## src/rtl/regfile_wb_arbiter.sv

```systemverilog
`default_nettype none
// ============================================================================
// Module   : regfile_wb_arbiter
// Purpose  : Round-robin arbiter sharing the register file write port among
//            NREQ writeback sources, with registered write port and a
//            saturating conflict counter.
// Revision : 1.0 - initial release
// ============================================================================
module regfile_wb_arbiter #(
    parameter int NREQ = 3,
    parameter int CW   = 16
) (
    input  logic                 reg_clk,
    input  logic                 reg_rst,
    input  logic [NREQ-1:0]      req_valid,
    input  logic [5*NREQ-1:0]    req_addr,
    input  logic [32*NREQ-1:0]   req_data,
    output logic [NREQ-1:0]      req_ready,
    output logic                 regwrite,
    output logic [4:0]           write_3,
    output logic [31:0]          write_data_p3,
    output logic [CW-1:0]        conflict_cnt,
    output logic [NREQ-1:0]      last_grant
);

    localparam int c_PTR_W = (NREQ > 1) ? $clog2(NREQ) : 1;

    logic [c_PTR_W-1:0] r_ptr;
    logic               r_regwrite;
    logic [4:0]         r_write_addr;
    logic [31:0]        r_write_data;
    logic [CW-1:0]      r_conflict_cnt;
    logic [NREQ-1:0]    r_last_grant;

    logic               w_found;
    logic [c_PTR_W-1:0] w_sel;
    logic [c_PTR_W-1:0] w_pos;
    int                 w_slot;
    logic [NREQ-1:0]    w_grant;
    logic               w_any;
    logic [4:0]         w_addr;
    logic [31:0]        w_data;
    logic [c_PTR_W-1:0] w_ptr_nxt;
    logic               w_conflict;
    logic               w_cnt_sat;

    // Scan requesters in priority order ptr, ptr+1, ... (mod NREQ); first valid wins.
    always_comb begin
        w_found = 1'b0;
        w_sel   = '0;
        w_pos   = '0;
        w_slot  = 0;
        for (int k = 0; k < NREQ; k++) begin
            w_slot = (int'(r_ptr) + k) % NREQ;
            w_pos  = w_slot[c_PTR_W-1:0];
            if (!w_found && req_valid[w_pos]) begin
                w_found = 1'b1;
                w_sel   = w_pos;
            end
        end
    end

    always_comb begin
        w_grant = '0;
        if (w_found && !reg_rst) begin
            w_grant[w_sel] = 1'b1;
        end
    end

    // Select the winner's payload and the pointer value that follows it.
    always_comb begin
        w_addr    = '0;
        w_data    = '0;
        w_ptr_nxt = r_ptr;
        for (int i = 0; i < NREQ; i++) begin
            if (w_grant[i]) begin
                w_addr    = req_addr[5*i +: 5];
                w_data    = req_data[32*i +: 32];
                w_ptr_nxt = (i == NREQ - 1) ? '0 : c_PTR_W'(i + 1);
            end
        end
    end

    assign w_any      = |w_grant;
    assign w_conflict = ($countones(req_valid) >= 2);
    assign w_cnt_sat  = (r_conflict_cnt == {CW{1'b1}});

    always_ff @(posedge reg_clk) begin
        if (reg_rst) begin
            r_ptr          <= '0;
            r_regwrite     <= 1'b0;
            r_write_addr   <= '0;
            r_write_data   <= '0;
            r_last_grant   <= '0;
            r_conflict_cnt <= '0;
        end else begin
            // Register 0 writes are acknowledged but never enabled on the port.
            r_regwrite <= w_any && (w_addr != 5'd0);
            if (w_any) begin
                r_write_addr <= w_addr;
                r_write_data <= w_data;
                r_last_grant <= w_grant;
                r_ptr        <= w_ptr_nxt;
            end
            if (w_conflict && !w_cnt_sat) begin
                r_conflict_cnt <= r_conflict_cnt + 1'b1;
            end
        end
    end

    assign req_ready     = w_grant;
    assign regwrite      = r_regwrite;
    assign write_3       = r_write_addr;
    assign write_data_p3 = r_write_data;
    assign conflict_cnt  = r_conflict_cnt;
    assign last_grant    = r_last_grant;

endmodule
`default_nettype wire

```

## config.mk

```make
export PLATFORM = sky130hd
export DESIGN_NAME = regfile_wb_arbiter
export DESIGN_NICKNAME = d
export VERILOG_FILES = /design/src/rtl/regfile_wb_arbiter.sv
export SDC_FILE = /design/constraint.sdc
export NUM_CORES = 1
export LEC_CHECK = 0
export CELL_PAD_IN_SITES_DETAIL_PLACEMENT = 0
export CELL_PAD_IN_SITES_GLOBAL_PLACEMENT = 1
export CORE_UTILIZATION = 27
export CTS_BUF_LIST = sky130_fd_sc_hd__clkbuf_4 sky130_fd_sc_hd__clkbuf_8
export DETAILED_ROUTE_END_ITERATION = 16
export GPL_TIMING_DRIVEN = 0
export PLACE_DENSITY_LB_ADDON = 0.1
export RECOVER_POWER = 100
export SLEW_MARGIN = 20
export SYNTH_ARGS = -nofsm -noshare
export SYNTH_HDL_FRONTEND = slang
export SYNTH_SLANG_ARGS = --single-unit
```

## constraint.sdc

```tcl
create_clock -name reg_clk -period 3 [get_ports reg_clk]
set_input_delay 0.6 -clock reg_clk [delete_from_list [all_inputs] [get_ports reg_clk]]
set_output_delay 0.6 -clock reg_clk [all_outputs]
set_load 0.01 [all_outputs]
```

==> results of run 1 <==
==> worst max-delay path: cells and delay by family (launching register included) <==
family	cells	cell delay [ns]
flops	1	0.37
simple gates	3	0.44
fa+ha+maj	1	0.23
buf+inv	4	0.45
compound gates	2	0.48
==> sequential cells by signal, summed over array words and instances (netlist names) <==
register and flops:
write_data_p3 32, conflict_cnt 16, write_3 5, last_grant 3, r_ptr 2, regwrite 1
==> worst paths after layout <==
| kind | start | end | slack [ns] | cells past startpoint |
|---|---|---|---|---|
| max | r_ptr[0] | req_ready[0] | 0.1 | 10 |
| min | write_3[4] | write_3[4] | 0.44 | 2 |
| max reg2reg | r_ptr[0] | write_data_p3[7] | 0.21 | 15 |
| min reg2reg | write_3[4] | write_3[4] | 0.44 | 2 |
==> cells in the mapped netlist (all sizes together), types with 5 or more instances <==
library cell | count | area share
nand4 | 8 | 0.017
a222oi | 8 | 0.026
ha | 6 | 0.025
a21o | 9 | 0.022
dfxtp | 59 | 0.39
nor2 | 28 | 0.035
inv | 11 | 0.014
nand2 | 64 | 0.080
mux2 | 8 | 0.031
a21oi | 36 | 0.059
xor2 | 8 | 0.023
clkbuf | 14 | 0.017
o21a | 5 | 0.012
o2bb2ai | 15 | 0.043
buf | 9 | 0.025
o21ai | 44 | 0.073
==> layer usage <==
layer	GRT usage	vias up	routed length [um]
met4	0.05284	0	87
met3	0.06148	8	892
met2	0.3258	116	5305
met1	0.2336	1558	4968
met5	0	-	0
li1	-	1749	-
==> kinds of logic (layout without fill, tap and decap cells) <==
group / count (synthesis) / after routing / share of synthesized area
adder cells (fa/ha/maj): 6 / 6 / 0.02476
buffers and inverters: 34 / 243 / 0.05612
flip-flops: 59 / 59 / 0.3896
XOR/XNOR: 12 / 12 / 0.03467
multiplexers: 10 / 10 / 0.03756
AND/OR/NAND/NOR: 122 / 122 / 0.1771
AO/OA/AOI/OAI: 132 / 132 / 0.2802
==> metrics by stage <==
| step | total power (uW) | worst slack (ns) | TNS [ns] | area, um2 | hold slack, ns |
|---|---|---|---|---|---|
| floorplan | 2062 | 0.3656 | 0 | 3032 | 0.4666 |
| global placement | 2894 | -0.6941 | -1.929 | 4949 | 0.4305 |
| detailed placement | 2904 | -0.6961 | -1.949 | 4949 | 0.4359 |
| CTS | 3802 | 0.002486 | 0 | 5294 | 0.4469 |
| global route | 4021 | 0.007639 | 0 | 5381 | 0.4607 |
| finish | 3761 | 0.09684 | 0 | 5381 | 0.4426 |
==> power groups by stage <==
stage          Clock (uW)  Combinational, uW  Sequential, uW
2_1_floorplan           0                871            1190
3_3_place_gp            0               1800            1100
3_5_place_dp            0               1800            1100
4_1_cts               767               1940            1090
5_1_grt               801               2110            1110
6_report              751               1930            1080
==> final cells by class <==
class,count,area [um2]
Buffer,19,108.9
Sequential cell,59,1189
Fill cell,1114,5507
Inverter,11,41.29
Clock inverter,7,78.83
Multi-Input combinational cell,282,1762
Clock buffer,9,123.9
Timing Repair Buffer,197,1903
Tap cell,140,175.2
==> repair_timing <==
| item | CTS | global route |
|---|---|---|
| setup buffers | 11 | 12 |
| gates resized for setup | 32 | 8 |
| gates cloned | 0 | 0 |
| endpoints found under the setup margin | 3 | 3 |
| pin swaps | 8 | 7 |
==> cells in the final DEF, fill, tap and decap left out, types with 5 or more instances in the layout <==
cell type / count
buf_4: 17
nand4_1: 8
nor2_1: 28
dfxtp_1: 57
clkdlybuf4s50_1: 113
o2bb2ai_1: 15
o21ai_0: 35
o21ai_1: 8
inv_1: 10
xor2_1: 8
a222oi_1: 8
dlygate4sd3_1: 57
nand2_1: 61
clkbuf_8: 9
clkbuf_1: 16
o21a_1: 5
mux2_2: 7
a21o_1: 9
a21oi_1: 35
==> impl_metrics.yaml, run 1 <==
floorplan:
  die_y_um: 108.0
  initial_utilization: 0.2784
  die_w_um: 108.0
  core_area_um2: 10890
  num_rows: 38
  io_pins: 176
  die_area_um2: 11660
synthesis:
  synth.avg_cell_area_um2: 8.084
  synth_cells: 375
  syn_nets: 497
  synth-edff-count: 0
  synth_seq_cells: 59
  synth.distinct_cells: 46
  synthFlopType: "dfxtp_1"
  async_flop_share: 0
  synth_area_um2: 3032
  yosysSeqAreaShare: 0.3896
  yosys_warnings: 0
pwr:
  p_int_uw: 2353
  ir_drop_uv: 320.1
  pwr-share-clk: 0.200
  p_sw_frac: 0.3744
  combinationalPowerShare: 0.512
  p_seq_frac: 0.288
  leakagePower_uw: 0.002183
  p_switching_uw: 1408
  p_per_area_nw_per_um2: 698.9
placement:
  hpwl_um: 8427
  dp.cells: 689
  numPortBuffers: 174
  place_congestion: 0.8268
worst_setup_path:
  crit_type: "reg -> out"
  endpoint_kind: "primary output"
  cpPeakStageDelay_ns: 0.37
  worstSetupStartpointType: "flip-flop"
  timing.critical_path.required_ns: 2.40
  arrival_ns: 2.30
  crit_chain: "inv_2, ha_4, and2b_2, o21ai_4, nand3_2, o211a_4, buf_8, nand2_2, inv_1, clkdlybuf4s15_2"
  crit_slowest_cell: "dfxtp_4"
  path_max_fanout: 7
detailed_routing:
  wl_per_cell_um: 15.54
  viasPerCell: 4.739
  num_vias: 3431
  drcViolationCount: 0
  drt_iter0_markers: 139
  drtAntennaViolNets: 0
  firstDrtPassIters: 4
  routed_wl_um: 11250
sta:
  fin_crit_sh: 0.9677
  fmax_ghz: 0.3445
  hold_viol_final: 0
  min_period_ns: 2.903
  finClkSkew_ns: 0.009702
  tightest_slew_ns: 0.5563
  final-max-slew-violation-count: 0
  rsz0062_at_grt: "false"
  relSlewSlack: 0.6291
  setup_violations: 0
finish:
  drive_gt1_frac: 0.1216
  nNetsFinal: 701
  antennaDiodeCount: 0
  fin_util: 0.4943
  layout.cells.non_filler: 724
  syn2layout_area_growth_pct: 77.51
job:
  maxCapViolCount: 0
clock_tree:
  holdBufCountCts: 0
  cts_tree: "done"
  cts_buffers: 9
  htreeDepth: 3
  cts.clk_slew.worst_paths_ns: 0.07
  insertion_delay_ns: 0.34
  clock_sinks: 59
  clk_path_buf_depth: 2
  cts-root-buf: "clkbuf_8"
global_routing:
  grt_max_degree: 19
  grtUsageTotal: 0.1926
  antenna_found_initial: 0
  overflow: 0
  grt_pass1_vias: 3381
  grt_first_pass_wirelength_um: 17160
outcome:
  status: "complete, no violations"
worst_hold_path:
  hold_path_class: "reg -> reg"
Note: power is estimated with default switching activity, not from simulation.
==> run 2, diff against run 1 <==
- SETUP_SLACK_MARGIN: not set -> 0.05
==> run 2 against run 1 <==
Against the previous run:
- fmax about the same
- worst setup slack got worse by 0.00057 ns
- critical path type unchanged
- sequential share of layout area decreased by 0.17 points
- largest power group unchanged
- critical path depth increased by 1
==> impl_metrics.yaml, run 2 (synthesized netlist as in run 1, its figures left out) <==
outcome:
  status: "complete, no violations"
finish:
  drive_gt1_frac: 0.1310
  largest_register_ff_count: 32
  final_common_cell: "clkdlybuf4s50_1"
  nNetsFinal: 705
  syn2layout_area_growth_pct: 78.91
  antennaDiodeCount: 0
  layout.cells.non_filler: 728
  final_cell_mix: "113 x clkdlybuf4s50_1, 61 x nand2_1, 57 x dfxtp_1, 57 x dlygate4sd3_1, 36 x o21ai_0"
detailed_routing:
  drt_iter0_markers: 140
  drcViolationCount: 0
  wl_per_cell_um: 15.59
  routed_wl_um: 11350
  firstDrtPassIters: 5
  drtAntennaViolNets: 0
  viasPerCell: 4.757
  num_vias: 3463
job:
  maxCapViolCount: 0
sta:
  holdWs_ns: 0.4428
  rsz0062_at_grt: "true"
  final-max-slew-violation-count: 0
  min_period_ns: 2.904
  hold_viol_final: 0
  tightest_slew_ns: 0.6807
  setup_tns_ns: 0
  setup_violations: 0
  fin_crit_sh: 0.9679
  finClkSkew_ns: 0.01179
  relSlewSlack: 0.5453
  fmax_ghz: 0.3444
clock_tree:
  holdBufCountCts: 0
  insertion_delay_ns: 0.34
  cts_buffers: 9
  cts-root-buf: "clkbuf_8"
  cts_tree: "done"
  cts.clk_slew.worst_paths_ns: 0.08
  clk_path_buf_depth: 2
  clock_sinks: 59
  htreeDepth: 3
global_routing:
  antenna_found_initial: 0
  grt.met2_usage: 0.3248
  grt_first_pass_wirelength_um: 17140
  overflow: 0
  grt_busiest_layer: "met2"
  gr-usage-met1: 0.2336
  grt_pass1_vias: 3388
  grtUsageTotal: 0.1923
  grt_max_degree: 19
  grt_use_met3: 0.06148
pwr:
  leakagePower_uw: 0.002218
  p_per_area_nw_per_um2: 703.7
  ir_drop_uv: 320.2
floorplan:
  die_area_um2: 11660
  initial_utilization: 0.2784
  die_w_um: 108.0
  core_area_um2: 10890
  io_pins: 176
  die_y_um: 108.0
  num_rows: 38
placement:
  place_congestion: 0.8268
  hpwl_um: 8427
  dp.cells: 689
  numPortBuffers: 174
worst_setup_path:
  timing.critical_path.required_ns: 2.40
  worstSetupStartpointType: "flip-flop"
  crit_type: "reg -> out"
  path_max_fanout: 5
  arrival_ns: 2.30
  endpoint_kind: "primary output"
worst_hold_path:
  hold_path_class: "reg -> reg"
[run 2: cell count changes in the layout (fill, tap and decap cells not counted), sizes merged]
cell,before,now
clkdlybuf4s15,2,1
buf,23,29
clkbuf,29,28
[run 2: path summary, 6_finish.rpt]
| path | start | to | slack (ns) | depth (start not counted) |
|---|---|---|---|---|
| worst max-delay path | r_ptr[0] | req_ready[2] | 0.1 | 11 |
| worst min-delay path | last_grant[2] | last_grant[2] | 0.44 | 2 |
| worst max register to register | r_ptr[0] | write_data_p3[7] | 0.20 | 15 |
| worst min register to register | last_grant[2] | last_grant[2] | 0.44 | 2 |
[run 2: routing by layer]
| metal | vias up | part of all wire |
|---|---|---|
| li1 | 1762 | - |
| met1 | 1572 | 0.44 |
| met2 | 120 | 0.47 |
| met3 | 9 | 0.081 |
| met4 | 0 | 0.0086 |
| met5 | - | 0 |
[run 2: area by class of cell]
cell class | count | area (um2)
clock buffer | 9 | 123.9
clock inverter | 7 | 78.83
timing repair buffer | 199 | 1922
multi-input combinational | 282 | 1759
sequential | 59 | 1189
tap | 140 | 175.2
fill | 1098 | 5464
inverter | 11 | 41.29
buffer | 21 | 135.1
[run 2: report_power, final]
| group | switching, uW | leakage (uW) | internal, uW |
|---|---|---|---|
| Sequential | 94.9 | 0.000485 | 989 |
| Clock | 362 | 0.0000916 | 387 |
| Combinational | 965 | 0.00164 | 1020 |
| Total | 1420 | 0.00222 | 2390 |
[run 2: critical path, stage by stage, from the launching register on]
cell and delay, ns:
dfxtp_4 0.37, inv_2 0.05, ha_4 0.23, and2b_2 0.23, o21ai_4 0.20, o2111ai_2 0.19, nand2_4 0.13, buf_8 0.11
nand2_4 0.05, buf_6 0.12, inv_1 0.05, clkdlybuf4s15_1 0.23
[run 2: through the flow]
step | cell area [um2] | total power (uW) | util | worst slack, ns
floorplan | 3032 | 2062 | - | 0.3656
global placement | 4949 | 2894 | 0.4545 | -0.6941
detailed placement | 4949 | 2904 | 0.4545 | -0.6961
CTS | 5306 | 3816 | 0.4874 | 0.009094
global route | 5424 | 4076 | 0.4982 | 0.01131
finish | 5424 | 3817 | 0.4982 | 0.09627
[run 2: repair_timing]
action | 4_1_cts | 5_1_grt
pin swaps | 8 | 9
buffers inserted | 12 | 13
resized for setup | 34 | 12
setup endpoints to repair | 3 | 3
==> run 3, diff against run 2 <==
- CELL_PAD_IN_SITES_DETAIL_PLACEMENT: 0 -> not set
- CELL_PAD_IN_SITES_GLOBAL_PLACEMENT: 1 -> not set
- CORE_UTILIZATION: 27 -> 39
- HOLD_SLACK_MARGIN: not set -> 0.02
- PLACE_DENSITY: not set -> 0.82
- PLACE_DENSITY_LB_ADDON: 0.1 -> not set
==> run 3 against run 2 <==
Against the previous run:
- flip-flop and latch count unchanged
- combinational power decreased by 4%
- largest cell class unchanged
- critical path depth decreased by 1
- core utilization increased by 23 points
- first-iteration DRC count increased by 28%
- critical path type unchanged
- register-to-register slack got worse by 0.02 ns
- clock skew increased by 0.0014 ns
- global-route usage increased by 8.1 points
- clock power increased by 13%
- die area decreased by 30%
- non-clock buffer count decreased by 10
- hold slack improved by 0.0050 ns
==> impl_metrics.yaml, run 3 (synthesized netlist as in run 1, its figures left out) <==
outcome:
  status: "complete, no violations"
clock_tree:
  clock_sinks: 59
  cts.clk_slew.worst_paths_ns: 0.08
  insertion_delay_ns: 0.34
  cts_tree: "done"
  cts-root-buf: "clkbuf_8"
  holdBufCountCts: 0
  clk_path_buf_depth: 2
  htreeDepth: 3
  cts_buffers: 9
worst_setup_path:
  r2r_cells: 12
  endpoint_kind: "primary output"
  timing.critical_path.required_ns: 2.40
  arrival_ns: 2.32
  crit_slowest_cell: "dfxtp_4"
  crit_type: "reg -> out"
  rr_endpoint: "write_data_p3[28]"
  path_depth: 10
  cpPeakStageDelay_ns: 0.37
  crit_family: "compound AO/OA/AOI/OAI gates"
  r2r_setup_slack_ns: 0.18
  worstSetupStartpointType: "flip-flop"
  path_max_fanout: 10
  crit_chain: "inv_2, ha_4, nand2b_1, a21o_1, nand3_2, o211a_4, buf_6, nand2_2, inv_1, clkdlybuf4s15_1"
  r2r_start: "r_ptr[0]"
  crit_buf_inv: 4
finish:
  syn2layout_area_growth_pct: 76.06
  final_common_cell: "clkdlybuf4s50_1"
  drive_gt1_frac: 0.1142
  nNetsFinal: 695
  fin_util: 0.7243
  largest_register_ff_count: 32
  antennaDiodeCount: 0
  final_cell_mix: "111 x clkdlybuf4s50_1, 61 x nand2_1, 57 x dfxtp_1, 57 x dlygate4sd3_1, 42 x o21ai_0"
sta:
  fmax_ghz: 0.3421
  hold_viol_final: 0
  setup_ws_ns: 0.07714
  tightest_slew_ns: 0.7853
  setup_violations: 0
  relSlewSlack: 0.4709
  final-max-slew-violation-count: 0
  finClkSkew_ns: 0.01316
  fin_crit_sh: 0.9743
  rsz0062_at_grt: "false"
  min_period_ns: 2.923
global_routing:
  grtUsageTotal: 0.2729
  grt_max_degree: 19
  grt_first_pass_wirelength_um: 17600
  grt_pass1_vias: 3572
  overflow: 0
  antenna_found_initial: 0
detailed_routing:
  drcViolationCount: 0
  wl_per_cell_um: 16.88
  viasPerCell: 5.388
  firstDrtPassIters: 5
  routed_wl_um: 11430
  drt_iter0_markers: 179
  drtAntennaViolNets: 0
  num_vias: 3648
pwr:
  ir_drop_uv: 333.4
  p_int_uw: 2461
  p_total_uw: 3853
  leakagePower_uw: 0.002206
  p_switching_uw: 1393
  combinationalPowerShare: 0.495
  pwr-share-clk: 0.221
  p_sw_frac: 0.3614
  p_per_area_nw_per_um2: 721.9
  p_seq_frac: 0.284
floorplan:
  num_rows: 31
  io_pins: 176
  die_w_um: 90.17
  initial_utilization: 0.4114
  die_area_um2: 8130
  die_y_um: 90.17
  core_area_um2: 7370
worst_hold_path:
  hold_path_startpoint: "write_data_p3[11]"
  hold_path_class: "reg -> reg"
  holdPathStages: 2
  holdPathEnd: "write_data_p3[11]"
placement:
  place_congestion: 0.9039
  dp_slack_ns: -0.7255
  numPortBuffers: 174
  hpwl_um: 8382
job:
  maxCapViolCount: 0
run 3: cell types whose count changed in the layout (fill, tap and decap cells not counted), sizes merged, moves of 2 or more:
| cell | before | now |
|---|---|---|
| clkdlybuf4s50 | 113 | 111 |
| clkbuf | 28 | 30 |
| dlygate4sd2 | 1 | 4 |
| buf | 29 | 18 |
| clkinv | 3 | 1 |
| clkinvlp | 3 | 1 |
run 3: tightest hold or removal path: stages, from the launching register on:
cell and delay [ns]:
dfxtp_1 0.31, nand2_1 0.05, a21oi_1 0.05
run 3: what timing repair did:
item / CTS / global route
cloned: 0 / 0
buffers inserted: 10 / 6
resized for setup: 32 / 8
pin swaps: 8 / 6
setup endpoints to repair: 3 / 3
run 3: through the flow:
step	hold WS (ns)	cell area, um2	setup TNS (ns)	std cells
after floorplan	0.4666	3032	0	375
after global placement	0.4325	4897	-1.707	648
after detailed placement	0.4414	4897	-1.876	648
after CTS	0.4504	5278	0	672
after global routing	0.4535	5338	0	677
final	0.4478	5338	0	677
run 3: metal layers:
layer / vias up / wire [um] / GRT usage
met2: 194 / 5612 / 0.4758
met1: 1689 / 4663 / 0.3271
met4: 0 / 195 / 0.1035
met3: 21 / 957 / 0.05753
met5: - / 0 / 0
li1: 1744 / - / -
run 3: power groups by stage:
stage | clock, uW | combinational (uW) | sequential [uW]
finish | 851 | 1910 | 1090
detailed placement | 0 | 1770 | 1110
CTS | 860 | 1900 | 1100
floorplan | 0 | 871 | 1190
global route | 903 | 2040 | 1120
global placement | 0 | 1740 | 1100
run 3: worst max-delay path by stage:
stage,end,slack (ns),start
global route,req_ready[0],0.03,r_ptr[0]
detailed placement,req_ready[0],-0.73,req_valid[0]
floorplan,req_ready[2],0.37,r_ptr[0]
finish,req_ready[0],0.08,r_ptr[0]
CTS,req_ready[0],0.07,req_valid[2]
global placement,req_ready[0],-0.66,req_valid[0]
run 3: cell type report:
| cell class | instances | area [um2] |
|---|---|---|
| Inverter | 11 | 41.29 |
| Multi-Input combinational cell | 282 | 1780 |
| Tap cell | 99 | 123.9 |
| Sequential cell | 59 | 1189 |
| Timing Repair Buffer | 190 | 1852 |
| Buffer | 20 | 120.1 |
| Clock buffer | 12 | 158.9 |
| Fill cell | 557 | 2032 |
| Clock inverter | 4 | 72.57 |
